--- config.mk ---
export PLATFORM = sky130hd
export DESIGN_NAME = uart_tx_buffered
export DESIGN_NICKNAME = d
export VERILOG_FILES = /design/src/rtl/uart_pkg.sv /design/src/rtl/uart_sync_fifo.sv /design/src/rtl/uart_tx_buffered.sv
export SDC_FILE = /design/constraint.sdc
export NUM_CORES = 1
export LEC_CHECK = 0
export ABC_AREA = 0
export ABC_CLOCK_PERIOD_IN_PS = 3560
export BUFFER_PORTS_ARGS = -buffer_cell sky130_fd_sc_hd__buf_2
export CAP_MARGIN = 30
export CORE_ASPECT_RATIO = 2
export CORE_MARGIN = 4
export CORE_UTILIZATION = 56
export DETAILED_ROUTE_END_ITERATION = 7
export GPL_TIMING_DRIVEN = 1
export MAX_ROUTING_LAYER = met4
export PLACE_DENSITY = 0.76
export RECOVER_POWER = 25
export SYNTH_ARGS = -nofsm -noshare
export SYNTH_HDL_FRONTEND = slang
export SYNTH_HIERARCHICAL = 1
export SYNTH_SLANG_ARGS = --single-unit
--- constraint.sdc ---
create_clock -name clk -period 3.56 [get_ports clk]
set_input_delay 0.534 -clock clk [delete_from_list [all_inputs] [get_ports clk]]
set_output_delay 0.534 -clock clk [all_outputs]
set_load 0.01 [all_outputs]
--- src/rtl/uart_pkg.sv ---
// Shared definitions for the buffered UART transmitter.
// Holds the framing state encoding, the latched per-frame configuration
// payload and the clocks-per-bit calculation.
package uart_pkg;

    typedef enum logic [2:0] {
        ST_IDLE   = 3'd0,
        ST_START  = 3'd1,
        ST_DATA   = 3'd2,
        ST_PARITY = 3'd3,
        ST_STOP   = 3'd4,
        ST_BREAK  = 3'd5
    } tx_state_e;

    // Frame options captured when a word is popped
    typedef struct packed {
        logic parity_en;
        logic parity_bit;
        logic stop2;
    } frame_cfg_t;

    // Truncating division: the bit period is rounded down to whole clocks
    function automatic int unsigned clks_per_bit(input int unsigned clock_rate,
                                                 input int unsigned baud_rate);
        return clock_rate / baud_rate;
    endfunction

endpackage

--- src/rtl/uart_sync_fifo.sv ---
// Single-clock FIFO used as the transmit word buffer.
// Ports:
//   clk, rst    : clock, synchronous active-high reset
//   push/wr_data: write a word (ignored when full)
//   pop         : drop the head word (ignored when empty)
//   rd_data_c   : head word, valid while not empty (combinational read)
//   full, empty : registered occupancy flags
//   count       : registered number of stored words
module uart_sync_fifo #(
    parameter int unsigned WIDTH = 8,
    parameter int unsigned DEPTH = 16
) (
    input  logic                     clk,
    input  logic                     rst,
    input  logic                     push,
    input  logic [WIDTH-1:0]         wr_data,
    input  logic                     pop,
    output logic [WIDTH-1:0]         rd_data_c,
    output logic                     full,
    output logic                     empty,
    output logic [$clog2(DEPTH):0]   count
);

    localparam int unsigned AW = $clog2(DEPTH);
    localparam int unsigned CW = AW + 1;

    logic [WIDTH-1:0] mem [DEPTH];
    logic [AW-1:0]    wr_ptr;
    logic [AW-1:0]    rd_ptr;
    logic             do_push;
    logic             do_pop;
    logic [CW-1:0]    count_n;

    assign do_push   = push && !full;
    assign do_pop    = pop && !empty;
    assign rd_data_c = mem[rd_ptr];

    // Occupancy update; simultaneous push and pop cancel
    always_comb begin
        count_n = count;
        case ({do_push, do_pop})
            2'b10:   count_n = count + CW'(1);
            2'b01:   count_n = count - CW'(1);
            default: count_n = count;
        endcase
    end

    // Pointers wrap naturally since DEPTH is a power of two
    always_ff @(posedge clk) begin
        if (rst) begin
            wr_ptr <= '0;
            rd_ptr <= '0;
            count  <= '0;
            full   <= 1'b0;
            empty  <= 1'b1;
        end else begin
            if (do_push) wr_ptr <= wr_ptr + AW'(1);
            if (do_pop)  rd_ptr <= rd_ptr + AW'(1);
            count <= count_n;
            full  <= (count_n == CW'(DEPTH));
            empty <= (count_n == '0);
        end
    end

    // Storage needs no reset; contents are only read behind the pointers
    always_ff @(posedge clk) begin
        if (do_push) mem[wr_ptr] <= wr_data;
    end

endmodule

--- src/rtl/uart_tx_buffered.sv ---
// Buffered UART transmitter with optional parity, 1/2 stop bits and break.
// Ports:
//   clk, rst                 : clock, synchronous active-high reset
//   s_valid/s_ready/s_data   : word write handshake into the TX buffer
//   parity_en, parity_mode   : parity enable, 0 = even / 1 = odd
//   stop_bits                : 0 = one stop bit, 1 = two
//   break_req                : hold the line low (break) when next idle
//   tx_serial                : registered serial line, idles high
//   tx_busy                  : registered, high while a frame or break runs
//   fifo_count               : words currently buffered
module uart_tx_buffered
    import uart_pkg::*;
#(
    parameter int unsigned CLOCK_RATE = 200_000_000,
    parameter int unsigned BAUD_RATE  = 9600,
    parameter int unsigned DATA_BITS  = 8,
    parameter int unsigned FIFO_DEPTH = 16
) (
    input  logic                          clk,
    input  logic                          rst,
    input  logic                          s_valid,
    output logic                          s_ready,
    input  logic [DATA_BITS-1:0]          s_data,
    input  logic                          parity_en,
    input  logic                          parity_mode,
    input  logic                          stop_bits,
    input  logic                          break_req,
    output logic                          tx_serial,
    output logic                          tx_busy,
    output logic [$clog2(FIFO_DEPTH):0]   fifo_count
);

    localparam int unsigned CPB     = clks_per_bit(CLOCK_RATE, BAUD_RATE);
    localparam int unsigned TIMER_W = (CPB > 1) ? $clog2(CPB) : 1;
    localparam int unsigned IDX_W   = (DATA_BITS > 1) ? $clog2(DATA_BITS) : 1;
    localparam logic [TIMER_W-1:0] TIMER_LOAD = TIMER_W'(CPB - 1);
    localparam logic [IDX_W-1:0]   LAST_IDX   = IDX_W'(DATA_BITS - 1);

    tx_state_e            state, state_n;
    logic [TIMER_W-1:0]   timer, timer_n;
    logic [DATA_BITS-1:0] shreg, shreg_n;
    logic [IDX_W-1:0]     bit_idx, bit_idx_n;
    frame_cfg_t           cfg, cfg_n;
    logic                 extra, extra_n;       // second stop / mark bit pending
    logic                 brk_mark, brk_mark_n; // break is in its trailing mark
    logic                 tx_n;
    logic                 timer_done;
    logic                 dispatch;

    logic                 fifo_pop;
    logic                 fifo_full;
    logic                 fifo_empty;
    logic [DATA_BITS-1:0] fifo_rd_data;

    assign s_ready    = !fifo_full;
    assign timer_done = (timer == '0);

    uart_sync_fifo #(
        .WIDTH (DATA_BITS),
        .DEPTH (FIFO_DEPTH)
    ) u_fifo (
        .clk       (clk),
        .rst       (rst),
        .push      (s_valid),
        .wr_data   (s_data),
        .pop       (fifo_pop),
        .rd_data_c (fifo_rd_data),
        .full      (fifo_full),
        .empty     (fifo_empty),
        .count     (fifo_count)
    );

    // State and datapath registers
    always_ff @(posedge clk) begin
        if (rst) begin
            state     <= ST_IDLE;
            timer     <= '0;
            shreg     <= '0;
            bit_idx   <= '0;
            cfg       <= '0;
            extra     <= 1'b0;
            brk_mark  <= 1'b0;
            tx_serial <= 1'b1;
            tx_busy   <= 1'b0;
        end else begin
            state     <= state_n;
            timer     <= timer_n;
            shreg     <= shreg_n;
            bit_idx   <= bit_idx_n;
            cfg       <= cfg_n;
            extra     <= extra_n;
            brk_mark  <= brk_mark_n;
            tx_serial <= tx_n;
            tx_busy   <= (state_n != ST_IDLE);
        end
    end

    // Framing next-state; the line level is computed for the next state so
    // tx_serial changes on the same edge as the state
    always_comb begin
        state_n    = state;
        timer_n    = timer_done ? timer : timer - TIMER_W'(1);
        shreg_n    = shreg;
        bit_idx_n  = bit_idx;
        cfg_n      = cfg;
        extra_n    = extra;
        brk_mark_n = brk_mark;
        tx_n       = tx_serial;
        fifo_pop   = 1'b0;
        dispatch   = 1'b0;

        case (state)
            ST_IDLE: dispatch = 1'b1;

            ST_START: begin
                if (timer_done) begin
                    state_n   = ST_DATA;
                    timer_n   = TIMER_LOAD;
                    bit_idx_n = '0;
                    tx_n      = shreg[0];
                end
            end

            ST_DATA: begin
                if (timer_done) begin
                    timer_n = TIMER_LOAD;
                    if (bit_idx == LAST_IDX) begin
                        if (cfg.parity_en) begin
                            state_n = ST_PARITY;
                            tx_n    = cfg.parity_bit;
                        end else begin
                            state_n = ST_STOP;
                            tx_n    = 1'b1;
                            extra_n = cfg.stop2;
                        end
                    end else begin
                        bit_idx_n = bit_idx + IDX_W'(1);
                        shreg_n   = shreg >> 1;
                        tx_n      = shreg_n[0];
                    end
                end
            end

            ST_PARITY: begin
                if (timer_done) begin
                    state_n = ST_STOP;
                    timer_n = TIMER_LOAD;
                    tx_n    = 1'b1;
                    extra_n = cfg.stop2;
                end
            end

            // Last stop bit hands straight to the next frame: no idle gap
            ST_STOP: begin
                if (timer_done) begin
                    if (extra) begin
                        extra_n = 1'b0;
                        timer_n = TIMER_LOAD;
                    end else begin
                        dispatch = 1'b1;
                    end
                end
            end

            // Low for at least one bit time and until the request drops,
            // then two bit times of mark
            ST_BREAK: begin
                if (!brk_mark) begin
                    if (timer_done && !break_req) begin
                        brk_mark_n = 1'b1;
                        extra_n    = 1'b1;
                        timer_n    = TIMER_LOAD;
                        tx_n       = 1'b1;
                    end
                end else if (timer_done) begin
                    if (extra) begin
                        extra_n = 1'b0;
                        timer_n = TIMER_LOAD;
                    end else begin
                        brk_mark_n = 1'b0;
                        state_n    = ST_IDLE;
                        tx_n       = 1'b1;
                    end
                end
            end

            default: begin
                state_n = ST_IDLE;
                tx_n    = 1'b1;
            end
        endcase

        // Start of the next activity: break wins over buffered data
        if (dispatch) begin
            state_n = ST_IDLE;
            tx_n    = 1'b1;
            if (break_req) begin
                state_n    = ST_BREAK;
                timer_n    = TIMER_LOAD;
                tx_n       = 1'b0;
                brk_mark_n = 1'b0;
                extra_n    = 1'b0;
            end else if (!fifo_empty) begin
                fifo_pop         = 1'b1;
                state_n          = ST_START;
                timer_n          = TIMER_LOAD;
                tx_n             = 1'b0;
                shreg_n          = fifo_rd_data;
                cfg_n.parity_en  = parity_en;
                cfg_n.parity_bit = (^fifo_rd_data) ^ parity_mode;
                cfg_n.stop2      = stop_bits;
            end
        end
    end

endmodule
==> run_results.csv, run 1 <==
group,metric,value,unit
clock_tree,cts_hold_buf,0,
sta,max_slew.worst_pin.slew,0.9089,ns
sta,finalMaxSlewViolations,0,
logic_synthesis,syn_nets,610,
sta,max_freq,297.9,MHz
logic_synthesis,yosys_warnings,6,
final_layout,drive_gt1_share,20.51,%
clock_tree,cts.sink_count,183,
setup_path,cp.required,3.89,ns
detailed_routing,drt_pass1_iterations,5,
sta,hold_violations,0,
logic_synthesis,synth_edf_count,128,
logic_synthesis,synth_cell_types,61,
final_layout,syn_to_final_growth,12.22,%
grt,use_met3,4.412,%
final_layout,stdcell_count,813,
sta,setup_ws,0.2030,ns
floorplan,num_rows,61,
pwr,ir_drop,0.5652,mV
final_layout,diodes,0,
floorplan,die_w,92.68,um
hold_path,worstHoldPathCells,3,
logic_synthesis,syn_inst,583,
floorplan,ios,23,
setup_path,worstSetupStartpointType,"register",
setup_path,worstSetupPathType,"reg -> reg",
clock_tree,numCtsBuffers,17,
setup_path,r2r_start,"timer[0]",
logic_synthesis,seq_area_frac_synth,61.58,%
detailed_routing,drtIter0Drc,342,
hold_path,hp-class,"in -> reg",
setup_path,end_kind,"register",
sta,fin_tns_setup,0,ns
grt,grt.busiest_layer,"met2",
sta,fin_crit_sh,94.30,%
clock_tree,htreeDepth,4,
detailed_routing,ant_nets,0,
pwr,combPwrFrac,22.7,%
setup_path,r2r-end,"u_fifo/empty",
grt,grt_use_total,23.97,%
floorplan,core,13970,um^2
run_status,status,"completed",
logic_synthesis,synth-async-reset-ratio,0,%
pwr,switchingPower,0.001883,W
pwr,p_leak,3.054,nW
sta,clock_skew,0.008978,ns
place,dp.cells,780,
clock_tree,cts_root_buf,"clkbuf_16",
clock_tree,clk_pin_slew,0.08,ns
setup_path,ff2ff_setup_slack,0.20,ns
sta,rsz0062_at_grt,"no",
place,preCtsSetupSlack,-0.006820,ns
detailed_routing,num_vias,4971,
final_layout,final_common_cell,"edfxtp_1",
sta,setup_viol,0,
floorplan,dieArea,16440,um^2
place,place_congestion,0.9609,
grt,grt-ovfl-total,0,
grt,grt_pass1_vias,5262,
sta,hold_ws,0.3453,ns
pwr,pwr_density_cell,648.4,nW/um^2
clock_tree,cts_tree,"done",
pwr,p_clk_share,33.2,%
floorplan,dieHeight,177.4,um
sta,slew_headroom,39.18,%
hold_path,hold_end,"cfg[2]",
logic_synthesis,syn-cell-area,8030,um^2
setup_path,cp.arrival,3.68,ns
pwr,p_int,0.003960,W
logic_synthesis,syn_avg_cell_area,13.77,um^2
grt,antenna_found_initial,0,
pwr,p_sw_share,32.22,%
place,port_buffers,22,
grt,grt_pass1_wl,28.43,mm
setup_path,worstPathMaxFanout,9,
hold_path,worstHoldStart,"parity_en",
final_layout,nNetsFinal,638,
final_layout,mostFrequentLayoutCells,"edfxtp_1, nor2_1, dfxtp_1",
pwr,pwr-share-seq,44.1,%
detailed_routing,via_per_inst,6.114,
grt,grt_max_degree,26,
sta,period_minus_slack,3.357,ns
clock_tree,cts_max_path_buffers,2,
detailed_routing,wl,17.47,mm
place,dp_hpwl,12.15,mm
detailed_routing,wire_per_inst,21.49,um
setup_path,r2r.worst_path.cells,17,
job,drv_cap,0,
detailed_routing,drc,0,
logic_synthesis,ys_ff_latch,183,
grt,met2_usage,44.50,%
clock_tree,clock_latency,0.43,ns
floorplan,initial_core_util,57.49,%
grt,grtUsageMet1,24.13,%
logic_synthesis,synth-main-ff-cell,"edfxtp_1",
==> cells by family after synthesis <==
family                     synth area share, %
muxes                                    12.50
xor gates and xnor gates                 2.727
DFF                                      61.58
and+or+nand+nor                          10.47
buffers and inverters                    2.991
AOI/OAI and AO/OA                        7.868
adders and majority gates                1.870
==> metrics by stage <==
stage / power, W / util (%) / instance area (um^2)
floorplan: 0.003558 / - / 8030
CTS: 0.005820 / 64.27 / 8976
global placement: 0.003833 / 59.70 / 8338
detailed placement: 0.003891 / 59.70 / 8338
global route: 0.006123 / 64.52 / 9011
finish: 0.005843 / 64.52 / 9011
==> synthesized netlist by cell type (2+ instances only) <==
cell type,count,share of area [%]
o31ai_2,2,0.31
mux2i_1,8,1.0
nand3_1,4,0.25
nor2_1,63,2.9
clkbuf_1,11,0.51
dfxtp_1,55,14
nand4_1,4,0.31
o31ai_1,2,0.19
o211ai_1,3,0.28
inv_1,15,0.70
or3_1,7,0.55
ha_1,12,1.9
xnor2_1,16,1.7
nand3b_1,2,0.19
o21bai_1,2,0.19
xor2_1,9,0.98
edfxtp_1,128,48
a21oi_1,31,1.9
inv_4,2,0.16
mux2_2,2,0.28
a31oi_1,7,0.55
a21o_1,6,0.56
nor3b_1,2,0.19
nor3_1,14,0.87
o21ai_0,15,0.93
o22ai_1,3,0.23
nor4_1,3,0.23
a311oi_1,2,0.22
nor2b_1,6,0.47
nor4b_1,2,0.22
mux4_2,40,11
buf_6,4,0.56
nand2_1,39,1.8
a21boi_0,2,0.19
nand2b_1,11,0.86
buf_1,7,0.33
buf_2,5,0.31
a211oi_1,9,0.84
buf_4,4,0.37
and2_1,3,0.23
==> worst max-delay path, cell delays in order, from the launching register on <==
cell and delay (ns):
dfxtp_1 0.34, inv_1 0.11, ha_1 0.21, nor4b_4 0.24
nand4_1 0.19, a21oi_2 0.20, nand2_1 0.08, inv_1 0.11
nand2b_4 0.09, inv_4 0.10, nand2_1 0.11, xnor2_2 0.15
ha_2 0.23, nor4b_1 0.32, nand3_1 0.18, a31oi_4 0.22
xnor2_1 0.11, a31o_2 0.25
==> power groups by stage <==
stage / Combinational, W / Sequential, W / Clock, W
after global placement: 0.00124 / 0.00260 / 0
after detailed placement: 0.00128 / 0.00261 / 0
after CTS: 0.00129 / 0.00257 / 0.00196
after floorplan: 0.000992 / 0.00257 / 0
final: 0.00133 / 0.00258 / 0.00194
after global routing: 0.00147 / 0.00260 / 0.00206
==> timing repair <==
action,in CTS,in global routing
gates resized for setup,1,7
pin swaps,0,1
endpoints found under the setup margin,2,3
setup buffers,0,1
gates cloned,0,0
endpoints found under the hold margin,0,0
==> per-layer routing <==
metal  wire length, um  vias up
met5                 0        -
met4               724        0
met3               553       53
met2             10310      149
met1              5884     2515
li1                  -     2254
==> registers in the layout, summed over array words and instances (netlist names), named ones only <==
signal         count
cfg                3
timer             15
extra              1
u_fifo/rd_ptr      4
u_fifo/empty       1
state              3
tx_busy            1
u_fifo/count       5
brk_mark           1
u_fifo/wr_ptr      4
shreg              8
u_fifo/full        1
tx_serial          1
bit_idx            3
u_fifo/mem       128
==> final cells by class <==
class	count	area [um^2]
Clock buffer	17	425.4
Clock inverter	15	206.4
Fill cell	973	4956
Inverter	18	75.07
Multi-Input combinational cell	351	2884
Sequential cell	183	4946
Tap cell	189	236.5
Timing Repair Buffer	40	237.7
==> how the worst max path moves through the flow <==
stage               depth (start not counted)      endpoint      from  slack [ns]
CTS                                        17  u_fifo/empty  timer[0]        0.13
global placement                           16   u_fifo/full  timer[0]        0.18
global route                               17   u_fifo/full  timer[0]       0.004
floorplan                                  16  u_fifo/empty  timer[0]        0.22
finish                                     17  u_fifo/empty  timer[0]        0.20
detailed placement                         17   u_fifo/full  timer[0]      -0.007
Power figures use the tool's default switching activity.
==> run 2: changes to the inputs <==
- SETUP_SLACK_MARGIN: default -> 0.4
==> run 2 against run 1 <==
  * Final cell count rose by 0.74%
  * Flip-flop and latch count unchanged
  * Design area up 1.7%
  * Core utilization up 1.1 points
  * Via count is 0.93% lower
  * Clock power about the same
  * Non-clock buffer count rose by 6
  * Critical path type unchanged
  * Critical endpoint is now u_fifo/full
  * Largest cell class unchanged
  * Largest power group unchanged
==> run_results.csv, run 2 (synthesis results as in run 1) <==
group,metric,value,unit
detailed_routing,wire_per_inst,20.96,um
sta,period_minus_slack,3.104,ns
job,drv_cap,0,
place,place_congestion,0.9517,
grt,grtUsageMet1,22.63,%
detailed_routing,wl,17.17,mm
detailed_routing,num_vias,4925,
floorplan,core,13970,um^2
final_layout,drive_gt1_share,22.70,%
sta,fin_crit_sh,87.19,%
final_layout,mostFrequentLayoutCells,"edfxtp_1, nor2_1, dfxtp_1",
sta,setup_ws,0.4561,ns
grt,antenna_found_initial,0,
sta,hold_ws,0.3454,ns
setup_path,cp.arrival,3.44,ns
floorplan,dieArea,16440,um^2
setup_path,cpMaxStageDelayCell,"or3b_1",
grt,grt_pass1_vias,5091,
detailed_routing,ant_nets,0,
floorplan,dieHeight,177.4,um
sta,max_freq,322.2,MHz
setup_path,worstSetupStartpointType,"register",
grt,met2_usage,42.22,%
detailed_routing,drtIter0Drc,367,
floorplan,initial_core_util,57.49,%
clock_tree,clk_pin_slew,0.07,ns
clock_tree,cts.sink_count,183,
grt,grt-ovfl-total,0,
grt,grt.busiest_layer,"met2",
setup_path,ff2ff_setup_slack,0.46,ns
grt,use_met3,3.988,%
setup_path,cp_slowest_stage_delay,0.40,ns
clock_tree,cts_root_buf,"clkbuf_16",
grt,grt_pass1_wl,27.08,mm
final_layout,syn_to_final_growth,14.10,%
final_layout,regMostFlops,"u_fifo/mem",
sta,slew_headroom,39.31,%
setup_path,cp.required,3.89,ns
sta,setup_viol,0,
place,port_buffers,22,
setup_path,path_cells,"inv_2 -> ha_4 -> nor4b_4 -> nand4_1 -> a21oi_2 -> nand2_2 -> inv_2 -> nand2b_4 -> inv_8 -> nand2_8 -> xnor2_4 -> ha_4 -> a21oi_1 -> a21boi_1 -> or3b_1 -> a22oi_2 -> nor4bb_1",
detailed_routing,via_per_inst,6.013,
sta,clock_skew,0.01014,ns
detailed_routing,drc,0,
place,preCtsSetupSlack,-0.006675,ns
sta,max_slew.worst_pin.slew,0.9070,ns
setup_path,end_kind,"register",
run_status,status,"completed",
hold_path,hp-class,"in -> reg",
floorplan,ios,23,
detailed_routing,drt_pass1_iterations,5,
final_layout,nNetsFinal,644,
final_layout,largest_reg_flops,128,
clock_tree,numCtsBuffers,17,
pwr,ir_drop,0.5434,mV
final_layout,reg.largest.list,"u_fifo/mem: 128 flops, timer: 15 flops, shreg: 8 flops",
clock_tree,cts_tree,"done",
pwr,p_leak,3.090,nW
setup_path,worstPathMaxFanout,5,
grt,grt_max_degree,27,
pwr,pwr_density_cell,646.9,nW/um^2
final_layout,final_common_cell,"edfxtp_1",
clock_tree,clock_latency,0.42,ns
floorplan,die_w,92.68,um
clock_tree,htreeDepth,4,
clock_tree,cts_max_path_buffers,2,
place,dp_hpwl,12.18,mm
floorplan,num_rows,61,
sta,hold_violations,0,
setup_path,worstSetupPathType,"reg -> reg",
grt,grt_use_total,22.73,%
final_layout,diodes,0,
sta,rsz0062_at_grt,"yes",
sta,finalMaxSlewViolations,0,
run 2: cell count changes in the layout (fill, tap and decap cells not counted), sizes merged:
cell    previous run  this run
clkbuf            23        25
clkinv             6         3
inv               27        30
buf               34        38
run 2: what timing repair did:
item                       in CTS  in global routing
setup endpoints to repair       4                  3
buffers inserted                2                  9
resized for setup              15                 10
pin swaps                       5                  8
hold buffers                    0                  0
run 2: area by class of cell:
| class | instances | area, um^2 |
|---|---|---|
| well taps | 189 | 236.5 |
| clock inverters | 15 | 198.9 |
| fillers | 973 | 4805 |
| inverters | 18 | 80.08 |
| flip-flops and latches | 183 | 4949 |
| multi-input cells | 351 | 2968 |
| repair buffers | 46 | 305.3 |
| clock buffers | 17 | 425.4 |
run 2: layer usage:
| layer | part of all wire, % | routed length, um |
|---|---|---|
| met1 | 35 | 5948 |
| met2 | 58 | 10010 |
| met3 | 2.8 | 487 |
| met4 | 4.2 | 715 |
| met5 | 0 | 0 |
run 2: stage by stage:
stage               total power [W]  util, %    TNS, ns  instances  cell area (um^2)
finish                     0.005927    65.60          0        819              9163
global route               0.006208    65.60          0        819              9163
floorplan                  0.003566        -          0        583              8039
global placement           0.003848    59.72          0        776              8342
CTS                        0.005890    64.79          0        810              9049
detailed placement         0.003902    59.72  -0.006675        776              8342
run 2: worst paths after layout:
check / from / to / depth (start not counted)
setup / recovery: timer[0] / u_fifo/full / 17
hold / removal: parity_en / cfg[2] / 3
setup reg to reg: timer[0] / u_fifo/full / 17
hold reg to reg: cfg[1] / cfg[1] / 2
run 2: power breakdown:
group	internal (W)	switching [W]	leakage [nW]
logic	0.000630	0.000775	1.18
registers	0.00242	0.000190	1.61
clock network	0.000981	0.000934	0.303
total	0.00403	0.00190	3.09
run 2: critical path, delay by kind of cell (launching register included):
| family | cells | cell delay (ns) |
|---|---|---|
| compound gates | 4 | 0.66 |
| xor+xnor | 1 | 0.19 |
| fa+ha+maj | 2 | 0.33 |
| buf+inv | 3 | 0.25 |
| flops | 1 | 0.34 |
| simple gates | 7 | 1.22 |
